[config.mk]
export PLATFORM = sky130hd
export DESIGN_NAME = shift_sequencer
export DESIGN_NICKNAME = d
export VERILOG_FILES = /design/src/rtl/seq_pkg.sv /design/src/rtl/key_debounce.sv /design/src/rtl/shift_sequencer.sv
export SDC_FILE = /design/constraint.sdc
export NUM_CORES = 1
export LEC_CHECK = 0
export CAP_MARGIN = 10
export CORE_MARGIN = 10
export CORE_UTILIZATION = 35
export DETAILED_ROUTE_END_ITERATION = 8
export GPL_TIMING_DRIVEN = 0
export HOLD_SLACK_MARGIN = 0.05
export PLACE_DENSITY_LB_ADDON = 0.3
export RECOVER_POWER = 100
export SLEW_MARGIN = 20
export SYNTH_ARGS = -nofsm -noshare
export SYNTH_HDL_FRONTEND = slang
export SYNTH_SLANG_ARGS = --single-unit
[constraint.sdc]
create_clock -name clk100_i -period 5.6 [get_ports clk100_i]
set_input_delay 1.68 -clock clk100_i [delete_from_list [all_inputs] [get_ports clk100_i]]
set_output_delay 1.68 -clock clk100_i [all_outputs]
set_load 0.02 [all_outputs]
[src/rtl/seq_pkg.sv]
// Shared definitions for the shift sequencer and its key debouncer.
// Contents: default cycle counts, datapath widths, the sequencer FSM state
// type and a helper that sizes a counter for a given cycle count.
package seq_pkg;

    // 10 ms and 0.25 s at 100 MHz
    localparam int unsigned DEF_DEBOUNCE_CYCLES = 32'd1000000;
    localparam int unsigned DEF_STEP_CYCLES     = 32'd25000000;

    localparam int unsigned COUNT_W = 32'd4;   // shift count N / remain
    localparam int unsigned DATA_W  = 32'd6;   // payload forwarded to data_o
    localparam int unsigned SW_W    = 32'd10;  // switch bank

    typedef enum logic [2:0] {
        IDLE  = 3'd0,
        LOAD  = 3'd1,
        WAIT  = 3'd2,
        SHIFT = 3'd3,
        DONE  = 3'd4
    } seq_state_e;

    // Counter width able to hold 0..cycles-1; never narrower than one bit.
    function automatic int unsigned cnt_width(input int unsigned cycles);
        if (cycles < 32'd2) begin
            return 32'd1;
        end else begin
            return $clog2(cycles);
        end
    endfunction

endpackage

[src/rtl/key_debounce.sv]
// Push-button conditioner: 2-flop synchroniser on the inverted (active-low)
// raw key, a stability counter that only accepts a level change after the
// synchronised key has disagreed with the accepted level for DEBOUNCE_CYCLES
// consecutive cycles, and a one-cycle pulse on each accepted press.
// Ports:
//   clk_i        clock
//   rstn_i       asynchronous active-low reset
//   key_i        raw key, active-low, asynchronous to clk_i
//   press_evt_o  one-cycle pulse on the debounced released->pressed edge
module key_debounce
    import seq_pkg::*;
#(
    parameter int unsigned DEBOUNCE_CYCLES = DEF_DEBOUNCE_CYCLES
) (
    input  logic clk_i,
    input  logic rstn_i,
    input  logic key_i,
    output logic press_evt_o
);

    localparam int unsigned      CNT_W    = cnt_width(DEBOUNCE_CYCLES);
    localparam logic [CNT_W-1:0] CNT_LAST = CNT_W'(DEBOUNCE_CYCLES - 32'd1);

    logic [1:0]       sync_d,  sync_q;
    logic [CNT_W-1:0] cnt_d,   cnt_q;
    logic             level_d, level_q;
    logic             evt_d,   evt_q;
    logic             pressed_s;

    assign pressed_s   = sync_q[1];
    assign press_evt_o = evt_q;

    // Next-state logic for synchroniser, stability counter and press pulse.
    always_comb begin
        sync_d  = {sync_q[0], ~key_i};
        cnt_d   = cnt_q;
        level_d = level_q;
        evt_d   = 1'b0;
        if (pressed_s == level_q) begin
            // any agreeing sample restarts the stability window
            cnt_d = {CNT_W{1'b0}};
        end else if (cnt_q == CNT_LAST) begin
            cnt_d   = {CNT_W{1'b0}};
            level_d = ~level_q;
            evt_d   = ~level_q;  // pulse only when the new level is "pressed"
        end else begin
            cnt_d = cnt_q + CNT_W'(1'b1);
        end
    end

    // State registers, cleared to "released" on reset.
    always_ff @(posedge clk_i or negedge rstn_i) begin
        if (!rstn_i) begin
            sync_q  <= 2'b00;
            cnt_q   <= {CNT_W{1'b0}};
            level_q <= 1'b0;
            evt_q   <= 1'b0;
        end else begin
            sync_q  <= sync_d;
            cnt_q   <= cnt_d;
            level_q <= level_d;
            evt_q   <= evt_d;
        end
    end

endmodule

[src/rtl/shift_sequencer.sv]
// Sequencer for the shift-counter/LED datapath. A debounced key press
// captures the shift count N and a payload from the switches, then emits
// one load_o strobe followed by N shift_o strobes spaced STEP_CYCLES+1 apart
// and a final done_o strobe. Presses while a sequence runs are dropped.
// Both cycle-count parameters must be at least 2.
// Ports:
//   clk100_i  100 MHz clock
//   rstn_i    asynchronous active-low reset
//   key_i     raw push-button, active-low
//   sw_i      [3:0] shift count N, [9:4] payload
//   load_o    one-cycle strobe, datapath loads data_o
//   data_o    payload captured when the press was accepted
//   shift_o   one-cycle strobe, datapath shifts once
//   busy_o    high from the load_o cycle through the done_o cycle
//   done_o    one-cycle strobe after the last shift
//   remain_o  shifts still to issue
module shift_sequencer
    import seq_pkg::*;
#(
    parameter int unsigned DEBOUNCE_CYCLES = DEF_DEBOUNCE_CYCLES,
    parameter int unsigned STEP_CYCLES     = DEF_STEP_CYCLES
) (
    input  logic               clk100_i,
    input  logic               rstn_i,
    input  logic               key_i,
    input  logic [SW_W-1:0]    sw_i,
    output logic               load_o,
    output logic [DATA_W-1:0]  data_o,
    output logic               shift_o,
    output logic               busy_o,
    output logic               done_o,
    output logic [COUNT_W-1:0] remain_o
);

    localparam int unsigned      TMR_W    = cnt_width(STEP_CYCLES);
    localparam logic [TMR_W-1:0] TMR_LAST = TMR_W'(STEP_CYCLES - 32'd1);

    logic press_evt_s;

    seq_state_e         state_d,  state_q;
    logic [COUNT_W-1:0] remain_d, remain_q;
    logic [DATA_W-1:0]  data_d,   data_q;
    logic [TMR_W-1:0]   timer_d,  timer_q;
    logic               load_d,   load_q;
    logic               shift_d,  shift_q;
    logic               done_d,   done_q;
    logic               busy_d,   busy_q;

    key_debounce #(
        .DEBOUNCE_CYCLES (DEBOUNCE_CYCLES)
    ) u_key_debounce (
        .clk_i       (clk100_i),
        .rstn_i      (rstn_i),
        .key_i       (key_i),
        .press_evt_o (press_evt_s)
    );

    assign load_o   = load_q;
    assign shift_o  = shift_q;
    assign done_o   = done_q;
    assign busy_o   = busy_q;
    assign data_o   = data_q;
    assign remain_o = remain_q;

    // FSM next state, step timer, captured operands and strobe decode.
    always_comb begin
        state_d  = state_q;
        remain_d = remain_q;
        data_d   = data_q;
        timer_d  = timer_q;
        case (state_q)
            IDLE: begin
                if (press_evt_s) begin
                    state_d  = LOAD;
                    remain_d = sw_i[COUNT_W-1:0];
                    data_d   = sw_i[SW_W-1:COUNT_W];
                end else begin
                    state_d = IDLE;
                end
            end
            LOAD: begin
                if (remain_q == {COUNT_W{1'b0}}) begin
                    state_d = DONE;
                end else begin
                    state_d = WAIT;
                    timer_d = {TMR_W{1'b0}};
                end
            end
            WAIT: begin
                if (timer_q == TMR_LAST) begin
                    state_d = SHIFT;
                end else begin
                    timer_d = timer_q + TMR_W'(1'b1);
                end
            end
            SHIFT: begin
                // remain_o shows the pre-shift count during the shift cycle
                remain_d = remain_q - COUNT_W'(1'b1);
                if (remain_q == COUNT_W'(1'b1)) begin
                    state_d = DONE;
                end else begin
                    state_d = WAIT;
                    timer_d = {TMR_W{1'b0}};
                end
            end
            DONE: begin
                state_d = IDLE;
            end
            default: begin
                state_d  = IDLE;
                remain_d = {COUNT_W{1'b0}};
                timer_d  = {TMR_W{1'b0}};
            end
        endcase

        // strobes are decoded from the next state so they leave a flop
        load_d  = (state_d == LOAD);
        shift_d = (state_d == SHIFT);
        done_d  = (state_d == DONE);
        busy_d  = (state_d != IDLE);
    end

    // FSM, timer, operand and output registers.
    always_ff @(posedge clk100_i or negedge rstn_i) begin
        if (!rstn_i) begin
            state_q  <= IDLE;
            remain_q <= {COUNT_W{1'b0}};
            data_q   <= {DATA_W{1'b0}};
            timer_q  <= {TMR_W{1'b0}};
            load_q   <= 1'b0;
            shift_q  <= 1'b0;
            done_q   <= 1'b0;
            busy_q   <= 1'b0;
        end else begin
            state_q  <= state_d;
            remain_q <= remain_d;
            data_q   <= data_d;
            timer_q  <= timer_d;
            load_q   <= load_d;
            shift_q  <= shift_d;
            done_q   <= done_d;
            busy_q   <= busy_d;
        end
    end

endmodule
==> results of run 1 <==
cells in the mapped netlist (10+ instances only):
cell type  number
dfrtp_1        66
nor2_1         38
nand2_1        24
nand3_1        19
a21oi_1        18
nand4_1        17
xnor2_1        15
nor3_1         12
o31ai_1        11
inv_1          10
xor2_1         10
stage by stage:
step | cell area (µm²) | instances | util [%] | setup WS (ps) | power, mW
detailed placement | 3820 | 499 | 41.0 | 2820 | 0.530
global route | 3990 | 515 | 42.8 | 2330 | 1.01
finish | 3990 | 515 | 42.8 | 2390 | 0.967
global placement | 3800 | 498 | 40.8 | 534 | 0.528
CTS | 4040 | 515 | 43.3 | 2430 | 0.984
floorplan | 3380 | 343 | - | 3430 | 0.503
worst register-to-register path, delay by kind of cell (launching register included):
kind	cells	cell delay (ps)
AND/OR/NAND/NOR	3	980
flip-flops	1	360
buffers and inverters	4	1240
AO/OA/AOI/OAI	2	310
power by group:
group	switching [mW]	internal (mW)	leakage (nW)
clock	0.187	0.261	0.109
sequential	0.00396	0.481	0.891
combinational	0.0186	0.0148	0.609
routing by layer:
layer	share of wire, %	GRT usage [%]	vias up	wire [µm]
met3	5.6	3.66	7	425
met5	0	0	-	0
met1	48	15.0	1327	3650
met2	45	16.2	55	3380
met4	1.1	4.71	0	80
li1	-	-	1325	-
cell usage in the layout (no fill, tap or decap), drive strengths merged, types with 2 or more instances in the layout:
| cell type | n |
|---|---|
| clkbuf | 22 |
| nor2 | 38 |
| clkinvlp | 2 |
| nand3 | 19 |
| and4 | 6 |
| ha | 5 |
| bufinv | 2 |
| nor3 | 13 |
| inv | 10 |
| a21oi | 21 |
| dlygate4sd3 | 15 |
| or3 | 6 |
| nor4b | 3 |
| clkdlybuf4s50 | 10 |
| dfrtp | 66 |
| and3 | 4 |
| nor4 | 8 |
| o31ai | 11 |
| mux2 | 8 |
| or4b | 2 |
| or2 | 6 |
| mux2i | 2 |
| clkinv | 2 |
| nor3b | 2 |
| or4 | 9 |
| and2 | 5 |
| nand4 | 17 |
| o21ai | 9 |
| xor2 | 10 |
| xnor2 | 15 |
| a211oi | 3 |
| o41ai | 2 |
| nand2 | 24 |
state kept, by name (all words and copies together) (netlist names):
signal and cells:
busy_o 1, data_o 6, done_o 1, load_o 1, remain_o 4, shift_o 1
state_q 3, timer_q 25, u_key_debounce.cnt_q 20, u_key_debounce.level_q 1, u_key_debounce.press_evt_o 1, u_key_debounce.sync_q 2
worst paths after layout:
check,startpoint,end,slack [ps],cells past startpoint
max reg2reg,state_q[2]$_DFF_PN0_,timer_q[20]$_DFFE_PN0P_,2660,9
min reg2reg,u_key_debounce.sync_q[0]$_DFF_PN0_,u_key_debounce.sync_q[1]$_DFF_PN0_,350,0
min in group asynchronous,rstn_i,u_key_debounce.cnt_q[18]$_DFF_PN0_,1730,1
max in group asynchronous,rstn_i,data_o[2]$_DFFE_PN0P_,2940,1
min,u_key_debounce.sync_q[0]$_DFF_PN0_,u_key_debounce.sync_q[1]$_DFF_PN0_,350,0
max,remain_o[2]$_DFFE_PN0P_,remain_o[2],2390,1
cell families (layout without fill, tap and decap cells):
| kind of cell | after synthesis | count (layout) | share of synthesized area (%) |
|---|---|---|---|
| AO/OA/AOI/OAI | 49 | 49 | 9.10 |
| XOR/XNOR | 25 | 25 | 6.47 |
| adder cells (fa/ha/maj) | 6 | 6 | 2.15 |
| buffers and inverters | 21 | 64 | 3.59 |
| flip-flops | 66 | 66 | 48.8 |
| multiplexers | 10 | 10 | 3.26 |
| AND/OR/NAND/NOR | 166 | 166 | 26.6 |
layout make-up:
type	count	share of cell area, %
repair buffers	27	6.87
clock inverters	5	1.94
well taps	129	4.04
plain buffers	10	0.940
inverters	11	1.07
multi-input cells	256	40.2
clock buffers	11	3.54
flip-flops and latches	66	41.4
==> summary.txt, run 1 <==
Logic synthesis
  – Largest area contributor in the netlist: dfrtp_1
  – Area contributors post-synth: dfrtp_1 (49%), nor2_1 (4.2%), xnor2_1 (3.9%), nand4_1 (3.1%), nand3_1 (2.8%)
  – Synth Flop Type: dfrtp_1
  – Cells after Synth: 343
  – Syn nets: 361
  – Post-synth top area share: 48.8%
  – Post-Syn Area per Cell: 9.86 µm²
  – Synth Warn #: 0
  – Yosys reg bits: 66
  – Synth cell types: 47
  – Ys async rst share: 100%
  – Post-synthesis sequential area ratio: 48.8%
  – Post-Syn Area: 0.00338 mm²
  – EDFF count, synth: 0

Timing
  – Fmax: 312 MHz
  – Post-Route Setup TNS: 0 ps
  – Hold Worst Slack: 350 ps
  – Worst Tran Pin Value: 1600 ps
  – Pins Over Slew Limit: 28
  – RSZ-0062 raised after global routing: no
  – Minimum clock period: 3210 ps
  – Final setup viols: 0
  – Final critical-path share of the clock period: 57.2%
  – Final Skew: 10.8 ps
  – Final hold violation count: 0
  – Max_slew headroom: -6.48%

Finish
  – Area growth syn-to-layout: 18.0%
  – Share of cells above drive strength 1: 9.07%
  – Nets: 399
  – Antenna Cells: 0
  – Layout fillers: 912
  – Multi-input logic area: 0.00161 mm²
  – Storage cell area: 0.00165 mm²

Global routing
  – GRT overflow: 0
  – Number of global-route vias before repair: 2706
  – Global-route wire length before repair: 13200 µm
  – Initial antenna violation count: 0
  – Largest net degree at the start of global routing: 40
  – Tot GR Track Use: 11.2%

Route
  – Drt total wl: 7540 µm
  – DR vias/cell: 5.27
  – DRC Markers: 0
  – Post-route ant nets: 0
  – Detailed-route via count: 2714
  – First-pass DRT Iterations: 4
  – Detailed Route Iter0 Violations: 142
  – Wire per inst: 14.6 µm

Run status
  – Outcome: complete, but fails checks
  – Failing checks: max-capacitance violations, max-slew violations

Power
  – Leak pwr: 1.61 nW
  – Pwr dens: 242 mW/mm²
  – VDD IR max: 0.129 mV

Flow run
  – Max-Cap Viols: 1

Clock network
  – Postcts setup bufs: 0
  – Total CTS buffers: 9
  – Clock root buffer: clkbuf_8
  – Clk_lat worst skew: 350 ps
  – Cts hold-fix bufs: 0
  – TritonCTS clock tree: yes
  – H-Tree Depth: 3
  – CTS sink cnt: 66
  – Clk slew on worst S/H paths: 70 ps
  – CTS Buffer Depth: 2
  – Resize count post-CTS: 0

Floorplanning
  – Initial Util: 36.3%
  – Top Ports: 27
  – Die Wd: 118 µm
  – Core ar.: 0.00933 mm²
  – Die Footprint: 0.0140 mm²
  – Num rows: 35
  – DIE HEIGHT: 118 µm

Setup path
  – Crit path largest cell delay: 710 ps
  – Critical path type: register to output pin
  – Worst EP arrival: 1530 ps
  – Setup crit end kind: output pin
  – Crit path max-delay family: buffers and inverters
  – Crit path cell chain: dlygate4sd3_1
  – Crit-path slowest cell: dlygate4sd3_1
  – WP data required: 3920 ps
  – CP Buf/Inv Count: 1
  – Crit start category: register
  – Max FO, Critical Path: 7

Placement
  – Port bufs: 26
  – Post-DP HPWL: 5350 µm
  – Routability congestion estimate: 0.890

Min path
  – Hold crit path type: register to register
Note: power is estimated with default switching activity, not from simulation.
==> run 2: changes to the inputs <==
==> constraint.sdc (replaced) <==
create_clock -name clk100_i -period 3.3 [get_ports clk100_i]
set_input_delay 0.99 -clock clk100_i [delete_from_list [all_inputs] [get_ports clk100_i]]
set_output_delay 0.99 -clock clk100_i [all_outputs]
set_load 0.02 [all_outputs]
==> summary.txt, run 2 (synthesis gave the netlist of run 1 again) <==
Finish
  – Multi-input logic area: 0.00161 mm² (unchanged)
  – Max reg flops: 25 (unchanged)
  – Commonest non-fill, non-tap cell in the layout: dfrtp_1 (unchanged)
  – Layout fillers: 912 (unchanged)
  – Share of cells above drive strength 1: 9.33% (was 9.07%)
  – Reg with most FFs: timer_q (unchanged)
  – Nets: 399 (unchanged)
  – Antenna Cells: 0 (unchanged)
  – Most frequent cells in the layout: dfrtp_1 (66), nor2_1 (38), nand2_1 (24), nand3_1 (19), a21oi_1 (18) (unchanged)
  – Storage cell area: 0.00165 mm² (unchanged)
  – Final non-filler cell total: 515 (unchanged)
  – Area growth syn-to-layout: 18.5% (was 18.0%)

Route
  – Detailed Route Iter0 Violations: 140 (was 142)
  – First-pass DRT Iterations: 4 (unchanged)
  – DR vias/cell: 5.27 (unchanged)
  – DRC Markers: 0 (unchanged)
  – Drt total wl: 7540 µm (about the same)
  – Post-route ant nets: 0 (unchanged)
  – Detailed-route via count: 2714 (unchanged)
  – Wire per inst: 14.6 µm (about the same)

Placement
  – Post-DP HPWL: 5350 µm (unchanged)
  – Dpl ws: 693 ps (was 2820 ps)
  – Cells after DPL: 499 (unchanged)
  – Routability congestion estimate: 0.890 (unchanged)
  – Port bufs: 26 (unchanged)

Setup path
  – Reg2reg start: remain_o[0]$_DFFE_PN0P_ (was state_q[2]$_DFF_PN0_)
  – Setup crit end kind: register (was output pin)
  – Worst r2r dst: timer_q[20]$_DFFE_PN0P_ (unchanged)
  – CP Launch Point: remain_o[0]$_DFFE_PN0P_ (was remain_o[2]$_DFFE_PN0P_)
  – Worst reg-to-reg path cell count: 9 (unchanged)
  – Critical path type: register to register (was register to output pin)
  – WP data required: 3580 ps (was 3920 ps)
  – Crit start category: register (unchanged)
  – Max FO, Critical Path: 10 (was 7)
  – Worst EP arrival: 3140 ps (was 1530 ps)
  – Reg-to-reg setup timing slack: 440 ps (was 2660 ps)
  – Crit path capture: timer_q[20]$_DFFE_PN0P_ (was remain_o[2])

Timing
  – Final Skew: 9.22 ps (was 10.8 ps)
  – Post-Route Setup TNS: 0 ps (unchanged)
  – Worst Tran Pin Value: 1600 ps (about the same)
  – Minimum clock period: 2860 ps
  – Fmax: 350 MHz
  – Final hold violation count: 0 (unchanged)
  – Final setup viols: 0 (unchanged)
  – Max_slew headroom: -6.53% (was -6.48%)
  – Final critical-path share of the clock period: 86.6%
  – Fin worst setup slack: 441 ps (was 2390 ps)
  – Pins Over Slew Limit: 28 (unchanged)
  – Hold Worst Slack: 350 ps (about the same)
  – RSZ-0062 raised after global routing: no (unchanged)

Clock network
  – Total CTS buffers: 9 (unchanged)
  – Cts hold-fix bufs: 0 (unchanged)
  – CTS Buffer Depth: 2 (unchanged)
  – H-Tree Depth: 3 (unchanged)
  – Postcts setup bufs: 0 (unchanged)
  – Clk slew on worst S/H paths: 70 ps (about the same)
  – CTS sink cnt: 66 (unchanged)
  – Clock root buffer: clkbuf_8 (unchanged)
  – Resize count post-CTS: 0 (unchanged)
  – Clk_lat worst skew: 340 ps (was 350 ps)
  – TritonCTS clock tree: yes (unchanged)

Power
  – Pwr dens: 409 mW/mm² (was 242 mW/mm²)
  – Power Total: 1.64 mW (was 0.967 mW)
  – VDD IR max: 0.217 mV (was 0.129 mV)
  – Leak pwr: 1.62 nW (was 1.61 nW)

Floorplanning
  – Die Footprint: 0.0140 mm² (unchanged)
  – Num rows: 35 (unchanged)
  – Die Wd: 118 µm (unchanged)
  – Initial Util: 36.3% (unchanged)
  – Core ar.: 0.00933 mm² (unchanged)
  – DIE HEIGHT: 118 µm (unchanged)
  – Top Ports: 27 (unchanged)

Flow run
  – Max-Cap Viols: 1 (unchanged)

Global routing
  – Number of global-route vias before repair: 2706 (unchanged)
  – Tot GR Track Use: 11.2% (unchanged)
  – Initial antenna violation count: 0 (unchanged)
  – GRT overflow: 0 (unchanged)
  – Largest net degree at the start of global routing: 40 (unchanged)
  – Global-route wire length before repair: 13200 µm (unchanged)

Min path
  – Hold crit path type: register to register (unchanged)

Run status
  – Outcome: complete, but fails checks (unchanged)
  – Failing checks: max-capacitance violations, max-slew violations (unchanged)
run 2: cell types whose count changed in the layout (fill, tap and decap cells not counted), sizes merged:
cell,previous run,this run
buf,1,2
clkbuf,22,21
run 2: cell type report:
type	instances	share of cell area (%)
Inverter	11	1.06
Clock buffer	11	3.53
Sequential cell	66	41.2
Buffer	10	1.34
Tap cell	129	4.03
Timing Repair Buffer	27	6.84
Multi-Input combinational cell	256	40.1
Clock inverter	5	1.94
run 2: report_power, final:
part | leakage [nW] | switching (mW) | internal, mW
clock | 0.109 | 0.315 | 0.444
sequential | 0.891 | 0.00672 | 0.816
combinational | 0.616 | 0.0316 | 0.0252
run 2: stage by stage:
step	instance area (µm²)	utilization, %
final	4010	43.0
after CTS	4040	43.3
after floorplan	3380	-
after detailed placement	3820	41.0
after global placement	3800	40.8
after global routing	4010	43.0
run 2: worst min-delay path by stage:
stage	from	end	slack, ps	depth (start not counted)
4_1_cts	u_key_debounce.sync_q[0]$_DFF_PN0_	u_key_debounce.sync_q[1]$_DFF_PN0_	350	0
2_1_floorplan	u_key_debounce.sync_q[0]$_DFF_PN0_	u_key_debounce.sync_q[1]$_DFF_PN0_	330	0
6_report	u_key_debounce.sync_q[0]$_DFF_PN0_	u_key_debounce.sync_q[1]$_DFF_PN0_	350	0
5_1_grt	u_key_debounce.sync_q[0]$_DFF_PN0_	u_key_debounce.sync_q[1]$_DFF_PN0_	360	0
3_5_place_dp	u_key_debounce.sync_q[0]$_DFF_PN0_	u_key_debounce.sync_q[1]$_DFF_PN0_	340	0
3_3_place_gp	u_key_debounce.sync_q[0]$_DFF_PN0_	u_key_debounce.sync_q[1]$_DFF_PN0_	330	0
run 2: per-layer routing:
layer  vias to the layer above  GRT usage [%]  wire (µm)
met5                         -              0          0
met4                         0           4.71         78
met3                         7           3.66        434
met2                        59           16.2       3350
met1                      1324           15.0       3670
li1                       1324              -          -
run 2: worst max-delay path, cell delays in order (launching register included):
cell	delay, ps
dfrtp_1	420
inv_1	120
ha_1	200
or4b_1	480
a21o_1	320
nand2_1	150
clkbuf_1	380
clkbuf_1	450
o31ai_1	160
a21oi_2	120
==> run 3: changes to the inputs <==
--- a/config.mk
+++ b/config.mk
@@ -7,11 +7,11 @@
 export LEC_CHECK = 0
 export CAP_MARGIN = 10
 export CORE_MARGIN = 10
-export CORE_UTILIZATION = 35
+export CORE_UTILIZATION = 45
 export DETAILED_ROUTE_END_ITERATION = 8
 export GPL_TIMING_DRIVEN = 0
 export HOLD_SLACK_MARGIN = 0.05
-export PLACE_DENSITY_LB_ADDON = 0.3
+export PLACE_DENSITY = 0.69
 export RECOVER_POWER = 100
 export SLEW_MARGIN = 20
 export SYNTH_ARGS = -nofsm -noshare
==> summary.txt, run 3 (synthesis gave the netlist of run 1 again) <==
Min path
  – Min-delay src: u_key_debounce.sync_q[0]$_DFF_PN0_ (unchanged)
  – Hold path depth: 0 (unchanged)
  – Hold crit path type: register to register (unchanged)

Timing
  – Worst Tran Pin Value: 1250 ps (was 1600 ps)
  – Fmax: 356 MHz (was 350 MHz)
  – Pins Over Slew Limit: 0 (was 28)
  – Final hold violation count: 0 (unchanged)
  – Final critical-path share of the clock period: 85.2% (was 86.6%)
  – Max_slew headroom: 16.5% (was -6.53%)
  – Minimum clock period: 2810 ps (was 2860 ps)
  – RSZ-0062 raised after global routing: no (unchanged)
  – Final Skew: 4.69 ps (was 9.22 ps)
  – Final setup viols: 0 (unchanged)

Clock network
  – CTS sink cnt: 66 (unchanged)
  – Clock root buffer: clkbuf_8 (unchanged)
  – CTS Buffer Depth: 2 (unchanged)
  – H-Tree Depth: 3 (unchanged)
  – Resize count post-CTS: 0 (unchanged)
  – Cts hold-fix bufs: 0 (unchanged)
  – Total CTS buffers: 9 (unchanged)
  – TritonCTS clock tree: yes (unchanged)
  – Clk_lat worst skew: 340 ps (about the same)
  – Clk slew on worst S/H paths: 70 ps (about the same)
  – Postcts setup bufs: 0 (unchanged)

Route
  – DRC Markers: 0 (unchanged)
  – Drt total wl: 7360 µm (was 7540 µm)
  – DR vias/cell: 5.57 (was 5.27)
  – Detailed-route via count: 2700 (was 2714)
  – First-pass DRT Iterations: 4 (unchanged)
  – Wire per inst: 15.2 µm (was 14.6 µm)
  – Post-route ant nets: 0 (unchanged)
  – Detailed Route Iter0 Violations: 154 (was 140)

Floorplanning
  – Die Wd: 107 µm (was 118 µm)
  – Die Footprint: 0.0114 mm² (was 0.0140 mm²)
  – Core ar.: 0.00729 mm² (was 0.00933 mm²)
  – Top Ports: 27 (unchanged)
  – Initial Util: 46.4% (was 36.3%)
  – Num rows: 31 (was 35)
  – DIE HEIGHT: 107 µm (was 118 µm)

Finish
  – Nets: 399 (unchanged)
  – Area growth syn-to-layout: 17.0% (was 18.5%)
  – Storage cell area: 0.00165 mm² (unchanged)
  – Antenna Cells: 0 (unchanged)
  – Reg with most FFs: timer_q (unchanged)
  – Post-layout util: 54.3% (was 43.0%)
  – Final non-filler cell total: 485 (was 515)
  – Most frequent cells in the layout: dfrtp_1 (66), nor2_1 (38), nand2_1 (24), nand3_1 (19), a21oi_1 (18) (unchanged)
  – Multi-input logic area: 0.00161 mm² (about the same)
  – Layout fillers: 695 (was 912)
  – Commonest non-fill, non-tap cell in the layout: dfrtp_1 (unchanged)
  – Share of cells above drive strength 1: 10.4% (was 9.33%)
  – Max reg flops: 25 (unchanged)

Run status
  – Outcome: complete, no violations (was complete, but fails checks)

Setup path
  – Max FO, Critical Path: 10 (unchanged)
  – Critical path type: register to register (unchanged)
  – CP Buf/Inv Count: 3 (unchanged)
  – CP Depth: 8 (was 9)
  – CP Launch Point: remain_o[0]$_DFFE_PN0P_ (unchanged)
  – Crit-path slowest cell: clkbuf_1 (was or4b_1)
  – Worst reg-to-reg path cell count: 8 (was 9)
  – Worst EP arrival: 3020 ps (was 3140 ps)
  – Crit path largest cell delay: 500 ps (was 480 ps)
  – Crit path cell chain: inv_1 > ha_1 > mux2_2 > and4_1 > nor2_1 > clkbuf_1 > clkbuf_1 > nor2_1 (was inv_1 > ha_1 > or4b_1 > a21o_1 > nand2_1 > clkbuf_1 > clkbuf_1 > o31ai_1 > a21oi_2)
  – Crit path max-delay family: buffers and inverters (unchanged)
  – Setup crit end kind: register (unchanged)
  – WP data required: 3510 ps (was 3580 ps)
  – Crit start category: register (unchanged)
  – Reg2reg start: remain_o[0]$_DFFE_PN0P_ (unchanged)

Global routing
  – GRT overflow: 0 (unchanged)
  – Initial antenna violation count: 0 (unchanged)
  – Number of global-route vias before repair: 2709 (was 2706)
  – Global-route wire length before repair: 12700 µm (was 13200 µm)
  – Tot GR Track Use: 13.4% (was 11.2%)
  – Largest net degree at the start of global routing: 51 (was 40)

Power
  – Leak pwr: 1.61 nW (was 1.62 nW)
  – Power Total: 1.57 mW (was 1.64 mW)
  – VDD IR max: 0.311 mV (was 0.217 mV)
  – Pwr dens: 396 mW/mm² (was 409 mW/mm²)

Placement
  – Cells after DPL: 469 (was 499)
  – Port bufs: 26 (unchanged)
  – Post-DP HPWL: 5190 µm (was 5350 µm)
  – Routability congestion estimate: 0.856 (was 0.890)

Flow run
  – Max-Cap Viols: 0 (was 1)
==> run 3: layout make-up <==
class,count,share of cell area (%)
Clock buffer,10,3.48
Tap cell,99,3.13
Sequential cell,66,41.7
Inverter,11,1.08
Multi-Input combinational cell,256,40.7
Buffer,10,1.68
Timing Repair Buffer,27,6.55
Clock inverter,6,1.68
==> run 3: final timing paths <==
path / slack [ps] / end
max in group asynchronous: 810 / busy_o$_DFF_PN0_
max: 490 / timer_q[17]$_DFFE_PN0P_
min reg2reg: 360 / u_key_debounce.sync_q[1]$_DFF_PN0_
max reg2reg: 490 / timer_q[17]$_DFFE_PN0P_
min in group asynchronous: 750 / u_key_debounce.cnt_q[13]$_DFF_PN0_
min: 360 / u_key_debounce.sync_q[1]$_DFF_PN0_
==> run 3: layer usage <==
layer / track usage [%] / up-vias / wire length [µm]
met5: 0 / - / 0
met4: 5.90 / 0 / 142
met3: 3.47 / 12 / 459
met2: 20.3 / 75 / 3320
met1: 17.6 / 1290 / 3440
li1: - / 1323 / -
==> run 3: through the flow <==
stage / setup WS, ps / area (µm²) / TNS [ps] / hold WS, ps
floorplan: 1130 / 3380 / 0 / 331
global placement: -1020 / 3770 / -66790 / 336
detailed placement: 654 / 3790 / 0 / 343
CTS: 657 / 4000 / 0 / 360
global route: 274 / 3960 / 0 / 361
finish: 488 / 3960 / 0 / 357
==> run 3: report_power, final <==
part / switching, mW / total (mW) / leakage [nW] / internal, mW
Combinational: 0.0312 / 0.0543 / 0.622 / 0.0231
Sequential: 0.00614 / 0.822 / 0.891 / 0.816
Clock: 0.322 / 0.691 / 0.0945 / 0.369
Total: 0.359 / 1.57 / 1.61 / 1.21
==> RTL edit (flow settings as in run 2) <==
Reset style: synchronous (`rstn_i`), changed in 2 clocked blocks. Comments in the files are not updated.
--- a/src/rtl/key_debounce.sv
+++ b/src/rtl/key_debounce.sv
@@ -51,3 +51,3 @@
     // State registers, cleared to "released" on reset.
-    always_ff @(posedge clk_i or negedge rstn_i) begin
+    always_ff @(posedge clk_i) begin
         if (!rstn_i) begin
--- a/src/rtl/shift_sequencer.sv
+++ b/src/rtl/shift_sequencer.sv
@@ -123,3 +123,3 @@
     // FSM, timer, operand and output registers.
-    always_ff @(posedge clk100_i or negedge rstn_i) begin
+    always_ff @(posedge clk100_i) begin
         if (!rstn_i) begin
Behaviour: same outputs for any inputs over 10 cycles, from zero or initial values and one cycle with rstn_i low; that may be too few to reach the edited logic, so the function may still have changed.
==> RTL edit against run 2 <==
Sequential cell count is the same. Routed wire length fell by 0.20%. Setup slack improved by 0.35 ns. Cell area is 4.9% lower. Utilization fell by 1.3 points. Area after synthesis fell by 3.9%. Power shrank 6.0%. Highest routed layer unchanged.
==> RTL edit: results <==
export IMPL_grtUsageTotal_pct=11.6
export IMPL_rrSetupSlack_ns=0.80
export IMPL_gp_congestion=0.827
export IMPL_r2r_cells=8
export IMPL_leakagePower_uw=0.00127
export IMPL_timing_rr_start="state_q[1]$_SDFF_PN0_"
export IMPL_cpPeakStageDelay_ns=0.71
export IMPL_synth_area_leaders="dfxtp_1, nor2_1, nand2_1"
export IMPL_routed_wirelength_um=7520
export IMPL_dpl_cell_area_um2=3640
export IMPL_finClkSkew_ns=0.0132
export IMPL_drtIter0Drc=203
export IMPL_synth_seq_area_share_pct=40.6
export IMPL_dr_pass1_iters=5
export IMPL_ys_async_sr_fraction_pct=0
export IMPL_fin_nets=440
export IMPL_nFillCells=939
export IMPL_max_slew_worst_pin_slew_ns=0.922
export IMPL_yosys_top_cells_count="dfxtp_1, nor2_1, nand2_1"
export IMPL_r2r_end="timer_q[16]$_SDFFE_PN0P_"
export IMPL_outcome="finished clean"
export IMPL_hold_path_depth=1
export IMPL_worstHoldStart="u_key_debounce.sync_q[0]$_SDFF_PN0_"
export IMPL_port_buffers=25
export IMPL_vdd_drop_max_mv=0.207
export IMPL_swShare_pct=23.6
export IMPL_via_per_inst=5.28
==> RTL edit: cell count changes after synthesis, moves of 6 or more <==
cell	run 2	this run
nand2_1	24	42
nor2_1	38	45
nand4_1	17	11
clkbuf_1	3	12
a21boi_0	0	8
or2_2	6	0
dfrtp_1	66	0
dfxtp_1	0	66
mux2_2	8	1
o31ai_1	11	1
==> RTL edit: layout make-up <==
class	instances	area (µm²)	share of cell area [%]
multi-input cells	291	1780	46.6
flip-flops and latches	66	1320	34.7
repair buffers	25	250	6.56
well taps	111	139	3.64
clock buffers	9	124	3.25
plain buffers	21	96.3	2.53
clock inverters	7	76.3	2.00
inverters	8	30.0	0.788
==> RTL edit: worst max-delay path by stage <==
stage                        startpoint  slack [ns]  cells after the start                  endpoint
2_1_floorplan  remain_o[0]$_SDFFE_PN0P_        1.24                      8  timer_q[19]$_SDFFE_PN0P_
3_3_place_gp                     rstn_i        0.98                      5   timer_q[6]$_SDFFE_PN0P_
3_5_place_dp                     rstn_i        0.99                      5   timer_q[6]$_SDFFE_PN0P_
4_1_cts        remain_o[0]$_SDFFE_PN0P_        0.83                      1               remain_o[0]
5_1_grt           state_q[2]$_SDFF_PN0_        0.55                      8   timer_q[0]$_SDFFE_PN0P_
6_report       remain_o[0]$_SDFFE_PN0P_        0.79                      1               remain_o[0]
==> RTL edit: layer usage <==
metal | wire length (µm) | global-route usage (%)
met5 | 0 | 0
met4 | 125 | 5.92
met3 | 325 | 2.93
met2 | 3530 | 18.3
met1 | 3540 | 14.3
==> RTL edit: power groups by stage <==
stage	combinational [µW]	clock, µW	sequential, µW
final	48.3	690	801
after global routing	53.2	745	802
after CTS	49.2	718	801
after detailed placement	48.9	0	820
after global placement	48.6	0	820
after floorplan	23.9	0	821
==> RTL edit: kinds of logic after synthesis <==
logic type | share of synthesized area, %
AND/OR/NAND/NOR | 32.5
AO/OA/AOI/OAI | 12.9
flip-flops | 40.6
buffers and inverters | 4.35
XOR/XNOR | 6.74
adder cells (fa/ha/maj) | 2.23
multiplexers | 0.654
==> RTL edit: per-stage QoR <==
stage	hold WS, ns	instances	worst slack, ns
after detailed placement	0.419	522	0.987
after CTS	0.439	538	0.833
final	0.436	538	0.793
after floorplan	0.412	386	1.24
after global routing	0.447	538	0.550
after global placement	0.420	522	0.983
